<file path="src/rtl/traffic_phase_scheduler.sv">
// ============================================================================
// Module   : traffic_phase_scheduler
// Brief    : Demand-driven phase scheduler for a two-road intersection, with
//            run-time programmable green/yellow/all-red/walk durations.
//            Timing advances only on the 1-cycle tick strobe.
//            Optional pedestrian phase is enabled by defining TRAFFIC_PED_EN.
// Revision : 1.0 - initial release
// ============================================================================
`default_nettype none

module traffic_phase_scheduler #(
    parameter int CW       = 6,
    parameter int GMIN_DEF = 10,
    parameter int GMAX_DEF = 30,
    parameter int YEL_DEF  = 5,
    parameter int ARED_DEF = 2,
    parameter int WALK_DEF = 8
) (
    input  logic          clk,
    input  logic          clear,
    input  logic          tick,
    input  logic          ns_req,
    input  logic          ew_req,
    input  logic          ped_req,
    input  logic          cfg_we,
    input  logic [2:0]    cfg_addr,
    input  logic [CW-1:0] cfg_data,
    output logic [1:0]    NS,
    output logic [1:0]    EW,
    output logic          WALK,
    output logic [2:0]    phase,
    output logic          ped_pending
);

    typedef enum logic [2:0] {
        S_NS_G = 3'd0,
        S_NS_Y = 3'd1,
        S_ARED = 3'd2,
        S_EW_G = 3'd3,
        S_EW_Y = 3'd4,
        S_PED  = 3'd5
    } state_t;

    localparam logic [1:0]    c_RED = 2'd0;
    localparam logic [1:0]    c_YEL = 2'd1;
    localparam logic [1:0]    c_GRN = 2'd2;
    localparam logic [CW-1:0] c_ONE = CW'(1);

    state_t        r_state;
    state_t        w_next;
    logic          r_last;          // last served road: 0 = NS, 1 = EW
    logic          w_last;
    logic [CW-1:0] r_count;
    logic [CW:0]   w_cnt1;          // count+1 one bit wider so saturation never wraps
    logic [1:0]    r_ns;
    logic [1:0]    r_ew;
    logic          r_walk;
    logic          w_ped_pending;

    logic [CW-1:0] r_green_min;
    logic [CW-1:0] r_green_max;
    logic [CW-1:0] r_yellow;
    logic [CW-1:0] r_all_red;

    // A programmed duration of zero behaves as one tick
    function automatic logic [CW:0] f_dur(input logic [CW-1:0] d);
        f_dur = (d == '0) ? {1'b0, c_ONE} : {1'b0, d};
    endfunction

    function automatic logic [1:0] f_ns_light(input state_t s);
        case (s)
            S_NS_G:  f_ns_light = c_GRN;
            S_NS_Y:  f_ns_light = c_YEL;
            default: f_ns_light = c_RED;
        endcase
    endfunction

    function automatic logic [1:0] f_ew_light(input state_t s);
        case (s)
            S_EW_G:  f_ew_light = c_GRN;
            S_EW_Y:  f_ew_light = c_YEL;
            default: f_ew_light = c_RED;
        endcase
    endfunction

`ifdef TRAFFIC_PED_EN
    logic [CW-1:0] r_walk_dur;
    logic          r_ped_pending;
`else
    logic          w_unused_ped;
    assign w_unused_ped = ped_req;
`endif

    // Run-time configuration registers, reloaded with defaults on clear
    always_ff @(posedge clk or posedge clear) begin
        if (clear) begin
            r_green_min <= CW'(GMIN_DEF);
            r_green_max <= CW'(GMAX_DEF);
            r_yellow    <= CW'(YEL_DEF);
            r_all_red   <= CW'(ARED_DEF);
`ifdef TRAFFIC_PED_EN
            r_walk_dur  <= CW'(WALK_DEF);
`endif
        end else if (cfg_we) begin
            case (cfg_addr)
                3'd0:    r_green_min <= cfg_data;
                3'd1:    r_green_max <= cfg_data;
                3'd2:    r_yellow    <= cfg_data;
                3'd3:    r_all_red   <= cfg_data;
`ifdef TRAFFIC_PED_EN
                3'd4:    r_walk_dur  <= cfg_data;
`endif
                default: ;
            endcase
        end
    end

    assign w_cnt1 = {1'b0, r_count} + {1'b0, c_ONE};

    // Next-state decision; every transition is gated by a tick
    always_comb begin
        w_next = r_state;
        w_last = r_last;
        if (tick) begin
            case (r_state)
                S_NS_G: begin
                    if ((w_cnt1 >= f_dur(r_green_max)) ||
                        ((w_cnt1 >= f_dur(r_green_min)) && (ew_req || w_ped_pending)))
                        w_next = S_NS_Y;
                end
                S_EW_G: begin
                    if ((w_cnt1 >= f_dur(r_green_max)) ||
                        ((w_cnt1 >= f_dur(r_green_min)) && (ns_req || w_ped_pending)))
                        w_next = S_EW_Y;
                end
                S_NS_Y: begin
                    if (w_cnt1 >= f_dur(r_yellow)) begin
                        w_next = S_ARED;
                        w_last = 1'b0;
                    end
                end
                S_EW_Y: begin
                    if (w_cnt1 >= f_dur(r_yellow)) begin
                        w_next = S_ARED;
                        w_last = 1'b1;
                    end
                end
                S_ARED: begin
                    if (w_cnt1 >= f_dur(r_all_red)) begin
                        if (w_ped_pending)
                            w_next = S_PED;
                        else
                            w_next = r_last ? S_NS_G : S_EW_G;
                    end
                end
`ifdef TRAFFIC_PED_EN
                S_PED: begin
                    if (w_cnt1 >= f_dur(r_walk_dur))
                        w_next = S_ARED;
                end
`endif
                default: w_next = S_NS_G;
            endcase
        end
    end

    // State, last road, phase counter and lamp outputs registered together
    always_ff @(posedge clk or posedge clear) begin
        if (clear) begin
            r_state <= S_NS_G;
            r_last  <= 1'b0;
            r_count <= '0;
            r_ns    <= c_GRN;
            r_ew    <= c_RED;
            r_walk  <= 1'b0;
        end else begin
            r_state <= w_next;
            r_last  <= w_last;
            if (w_next != r_state)
                r_count <= '0;
            else if (tick && (r_count != '1))
                r_count <= r_count + c_ONE;
            r_ns    <= f_ns_light(w_next);
            r_ew    <= f_ew_light(w_next);
            r_walk  <= (w_next == S_PED);
        end
    end

`ifdef TRAFFIC_PED_EN
    // Pedestrian latch; clearing on PED entry takes priority over a new press
    always_ff @(posedge clk or posedge clear) begin
        if (clear)
            r_ped_pending <= 1'b0;
        else if ((r_state == S_ARED) && (w_next == S_PED))
            r_ped_pending <= 1'b0;
        else if (ped_req)
            r_ped_pending <= 1'b1;
    end
    assign w_ped_pending = r_ped_pending;
    assign WALK          = r_walk;
`else
    assign w_ped_pending = 1'b0;
    assign WALK          = 1'b0;
`endif

    assign NS          = r_ns;
    assign EW          = r_ew;
    assign phase       = r_state;
    assign ped_pending = w_ped_pending;

endmodule

`default_nettype wire

</file>
<file path="config.mk">
export PLATFORM = sky130hd
export DESIGN_NAME = traffic_phase_scheduler
export DESIGN_NICKNAME = d
export VERILOG_FILES = /design/src/rtl/traffic_phase_scheduler.sv
export SDC_FILE = /design/constraint.sdc
export NUM_CORES = 1
export LEC_CHECK = 0
export CAP_MARGIN = 20
export CELL_PAD_IN_SITES_DETAIL_PLACEMENT = 1
export CELL_PAD_IN_SITES_GLOBAL_PLACEMENT = 2
export CORE_ASPECT_RATIO = 0.6
export CORE_UTILIZATION = 36
export CTS_CLUSTER_DIAMETER = 30
export DETAILED_ROUTE_END_ITERATION = 7
export GPL_TIMING_DRIVEN = 0
export PLACE_DENSITY_LB_ADDON = 0.1
export SLEW_MARGIN = 20
export SYNTH_ARGS = -nofsm -noshare
export SYNTH_HDL_FRONTEND = slang
export SYNTH_SLANG_ARGS = --single-unit
</file>
<file path="constraint.sdc">
create_clock -name clk -period 3.35 [get_ports clk]
set_input_delay 0.67 -clock clk [delete_from_list [all_inputs] [get_ports clk]]
set_output_delay 0.67 -clock clk [all_outputs]
set_load 0.03 [all_outputs]
</file>
Yosys cells after proc, flatten, opt, wreduce, memory -nomap -nowiden

Cells that the tools add are included.

Register bits: 38
Output and inout bits: 9
Input bits: 16

Add/sub/neg operators: 2
Multiplexer cells: 18
Reduce and logical (&&, ||, !) cells: 20
Equality and inequality tests: 14
Order comparisons: 4

Operator list:

| kind                | count |
|---|---|
| $mux 6              | 6 |
| $ge 7x6->1          | 4 |
| $logic_not 6->1     | 4 |
| $eq 3x2->1 const B  | 5 |
| $mux 3              | 5 |
| $pmux 3 s4          | 1 |
| $eq 3x1->1 const B  | 3 |
| $logic_not 3->1     | 3 |
| $pmux 2 s2          | 2 |
| $reduce_and 2->1    | 4 |
| $add 6x1->7 const B | 1 |
| $add 6x1->6 const B | 1 |
| $eq 3x3->1 const B  | 2 |
| $ne 6x6->1 const B  | 1 |
| $ne 2x2->1 const B  | 2 |
| $reduce_and 4->1    | 1 |
| $reduce_bool 2->1   | 2 |
| $logic_and 1x1->1   | 3 |
| $ne 3x3->1          | 1 |
| $logic_or 1x1->1    | 2 |
| $mux 1              | 2 |
| $mux 2              | 1 |
| $pmux 1 s2          | 1 |
| $reduce_or 2->1     | 1 |

Depth between registers and ports, before layout

Depth after elaboration: 10
Mapped depth: 11
Gate-level depth less buffers: 11

Worst setup path before layout

Ideal clock, no wire load.

Path kind: register -> register
From: register r_count[0]
To: register r_count[0]
Path buffers: 0
Data required time: 3.277 ns
Library setup time: 0.073 ns
Setup slack: 0.626 ns
Data arrival time: 2.651 ns
Clock period less this slack: 2.724 ns
Stages on the path, launching flop included: 11
Cell sequence: dfrtp_1 ha_1 nand3_1 xnor2_1 ha_1 and3_1 a2111oi_4 o21ai_4 o2111ai_2 o2111ai_2 nor2_1

Cells in the longest elaborated chain, start to end: 9

RTL lines:

| element                                            | line     | RTL |
|---|---|---|
| start: declaration                                 | 53       | `logic [CW-1:0] r_count;` |
| start signal: assignment                           | 182      | `r_count <= r_count + c_ONE;` |
| $add 6x1->7                                        | 118      | `assign w_cnt1 = {1'b0, r_count} + {1'b0, c_ONE};` |
| $ge 7x6->1                                         | 128, 133 |  |
| $logic_and 1x1->1 (on tied branches)               | 133, 128 |  |
| $logic_or 1x1->1 (on tied branches)                | 132, 127 |  |
| $mux 3 (on tied branches)                          | 132, 127 |  |
| $pmux 3 s4                                         | 125      | `case (r_state)` |
| $mux 3                                             | 124      | `if (tick) begin` |
| $ne 3x3->1                                         | 179      | `if (w_next != r_state)` |
| $mux 6 / $reduce_bool 2->1 (equally long branches) | -        |  |

Parallel ways exist; a longest one is shown, timed or not. The select of a mux whose other input is x is not followed.
A chain may end at the register's enable or synchronous reset.

Final worst setup path

From: register r_count[0]
To: register r_count[1]

The elaborated chain is that of the path after synthesis.

==> results_dict.tcl <==
set metrics [dict create \
    status "finished, final reports clean" \
    pre_cts_ws_ns -0.117 \
    grt_first_pass_wirelength_mm 9.78 \
    numPlacedInstances 356 \
    wl_met1_mm 3.28 \
    drt-initial-drc-count 114 \
    syn_area_um2 2440 \
    grt_max_degree 31 \
    die-width_um 108 \
    clockBufferDepth 2 \
    wirelength_mm 5.98 \
    io_pins 25 \
    route.detailed.drc 0 \
    power.total_mw 2.30 \
    max_slew_margin_pct 62.2 \
    wl_met3_um 191 \
    dp_hpwl_mm 4.74 \
    power_density_nw_per_um2 774 \
    place_congestion 0.744 \
    max-cap-violations 0 \
    leakagePower_nw 1.30 \
    post_route_cells_drive_above_1_share_pct 18.6 \
    synth_cells 249 \
    fin_crit_sh_pct 92.4 \
    yosysSeqAreaShare_pct 39.5 \
    layout_common_cells "27 x dfrtp_1, 27 x nand2_1, 25 x inv_1" \
    tritoncts "yes" \
    async_reset_ff_share_pct 100 \
    ys_warn_count 0 \
    max_stage_delay_ns 0.48 \
    rows 22 \
    clock_skew_ns 0.00573 \
    final_cell_count_no_fill 364 \
    synth-edff-count 0 \
    cpMaxStageDelayCell "dfrtp_2" \
    initial_core_util_pct 38.5 \
    ir_drop_mv 0.342 \
    grt_usage_pct 19.1 \
    cp_max_fo 8 \
    fp.dieH_um 65.8 \
    syn_avg_cell_area_um2 9.79 \
    grt_pass1_vias 1853 \
    hp-class "flip-flop to flip-flop" \
    avgViaCountPerCell 5.15 \
    antenna_found_initial 0 \
    ys_types 40 \
    clock_latency_ns 0.29 \
    cts_root_buffer "clkbuf_16" \
    drv_slew 0 \
    hold_viol 0 \
    dr.pass1.iters 4 \
    cp_data_arrival_time_ns 3.31 \
    numCtsBuffers 5 \
    ys_ff_latch 38 \
    wl_met2_mm 2.44 \
    worstSetupPathType "flip-flop to flip-flop" \
    synth_flop_cell "dfrtp_1" \
    final.setup.worst_slack_ns 0.256 \
    die_area_um2 7120 \
    setup_viol 0 \
    h-tree-depth 2 \
    end_kind "flip-flop" \
    fin_crit_ns 3.09 \
    cts_sinks 38 \
    start_kind "flip-flop" \
    holdWs_ns 0.507 \
    core_um2 6330 \
    portBuffers 21 \
    ant_nets 0 \
    vias 1876 \
    fillCellCount 721 \
    cp.required_ns 3.57 \
    routedWlPerCell_um 16.4 \
    overflow 0 \
    fmax_mhz 323 \
    areaGrowthSynthToFinish_pct 22.0 \
    top_layer "met4" \
    cp_cell_sequence "ha_2, nand3_1, xnor2_4, ha_1, and3_1, a2111oi_4, o22ai_1, a31oi_2, o2111ai_2, nor2_1" \
    clk_pin_slew_worst_paths_ns 0.06 \
    post_cts_buffers 0 \
    worst_pin_slew_ns 0.563 \
    nets 320 \
    antenna_cells 0 \
]
==> report_power, final <==
part | internal (mW) | switching, mW
Sequential | 0.597 | 0.107
Clock | 0.295 | 0.181
Combinational | 0.485 | 0.638
Total | 1.38 | 0.925
==> path summary, 6_finish.rpt <==
path / end / slack (ns) / startpoint / cells past startpoint
min reg2reg: r_all_red[5]$_DFFE_PP0P_ / 0.51 / r_all_red[5]$_DFFE_PP0P_ / 1
max: r_count[1]$_DFFE_PP0P_ / 0.26 / r_count[0]$_DFFE_PP0P_ / 10
min: r_all_red[5]$_DFFE_PP0P_ / 0.51 / r_all_red[5]$_DFFE_PP0P_ / 1
max reg2reg: r_count[1]$_DFFE_PP0P_ / 0.26 / r_count[0]$_DFFE_PP0P_ / 10
max in group asynchronous: r_green_max[3]$_DFFE_PP1P_ / 2.25 / clear / 3
min in group asynchronous: EW[1]$_DFF_PP0_ / 0.62 / clear / 2
==> registers in the layout (all words and copies together) (netlist names) <==
signal	flops
EW	2
r_yellow	6
r_last	1
NS	2
r_green_min	6
r_green_max	6
phase	3
r_all_red	6
r_count	6
==> cells by family (layout without fill, tap and decap cells) <==
kind of cell	after synthesis	count (layout)	synth area share [%]
XOR/XNOR	8	8	2.87
adder cells (fa/ha/maj)	25	25	12.8
flip-flops	38	38	39.5
buffers and inverters	35	65	5.70
AND/OR/NAND/NOR	78	78	16.9
other	1	2	0.154
multiplexers	10	10	4.57
AO/OA/AOI/OAI	54	54	17.4
==> what timing repair did <==
action	CTS	global route
pin swaps	0	1
hold buffers	0	0
resized for setup	2	5
setup endpoints to repair	10	10
==> routing by layer <==
metal	GRT usage, %	up-vias
li1	-	921
met3	4.66	8
met2	26.2	22
met5	0	-
met4	6.08	0
met1	28.8	925
==> cells in the mapped netlist (7+ instances only) <==
library cell	count	area, um2
nor3_1	8	40.0
dfstp_2	10	263
ha_1	25	313
clkbuf_1	7	26.3
mux2_2	9	101
dfrtp_1	28	701
nand2_1	27	101
nor2_1	11	41.3
inv_1	26	97.6
nor2b_1	10	62.6
o21ai_0	21	105
a21oi_1	12	60.1
==> layout make-up <==
cell class	count	area [um2]	share of cell area, %
Multi-Input combinational cell	177	1390	46.7
Sequential cell	38	965	32.4
Timing Repair Buffer	22	230	7.74
Clock buffer	7	143	4.80
Tap cell	84	105	3.53
Inverter	26	97.6	3.28
Buffer	9	41.3	1.39
Clock inverter	1	5.00	0.168
==> stage by stage <==
stage	area [um2]	utilization [%]	TNS (ns)
floorplan	2440	-	0
global placement	2760	43.6	-0.430
detailed placement	2780	43.9	-0.615
CTS	2940	46.4	0
global route	2970	47.0	-0.0161
finish	2970	47.0	0
==> critical path: cells and delay by family, from the launching register on <==
family / cells / cell delay (ns)
XOR/XNOR: 1 / 0.30
adder cells (fa/ha/maj): 2 / 0.59
AND/OR/NAND/NOR: 3 / 0.54
AO/OA/AOI/OAI: 4 / 1.09
flip-flops: 1 / 0.48
Power figures use the tool's default switching activity.
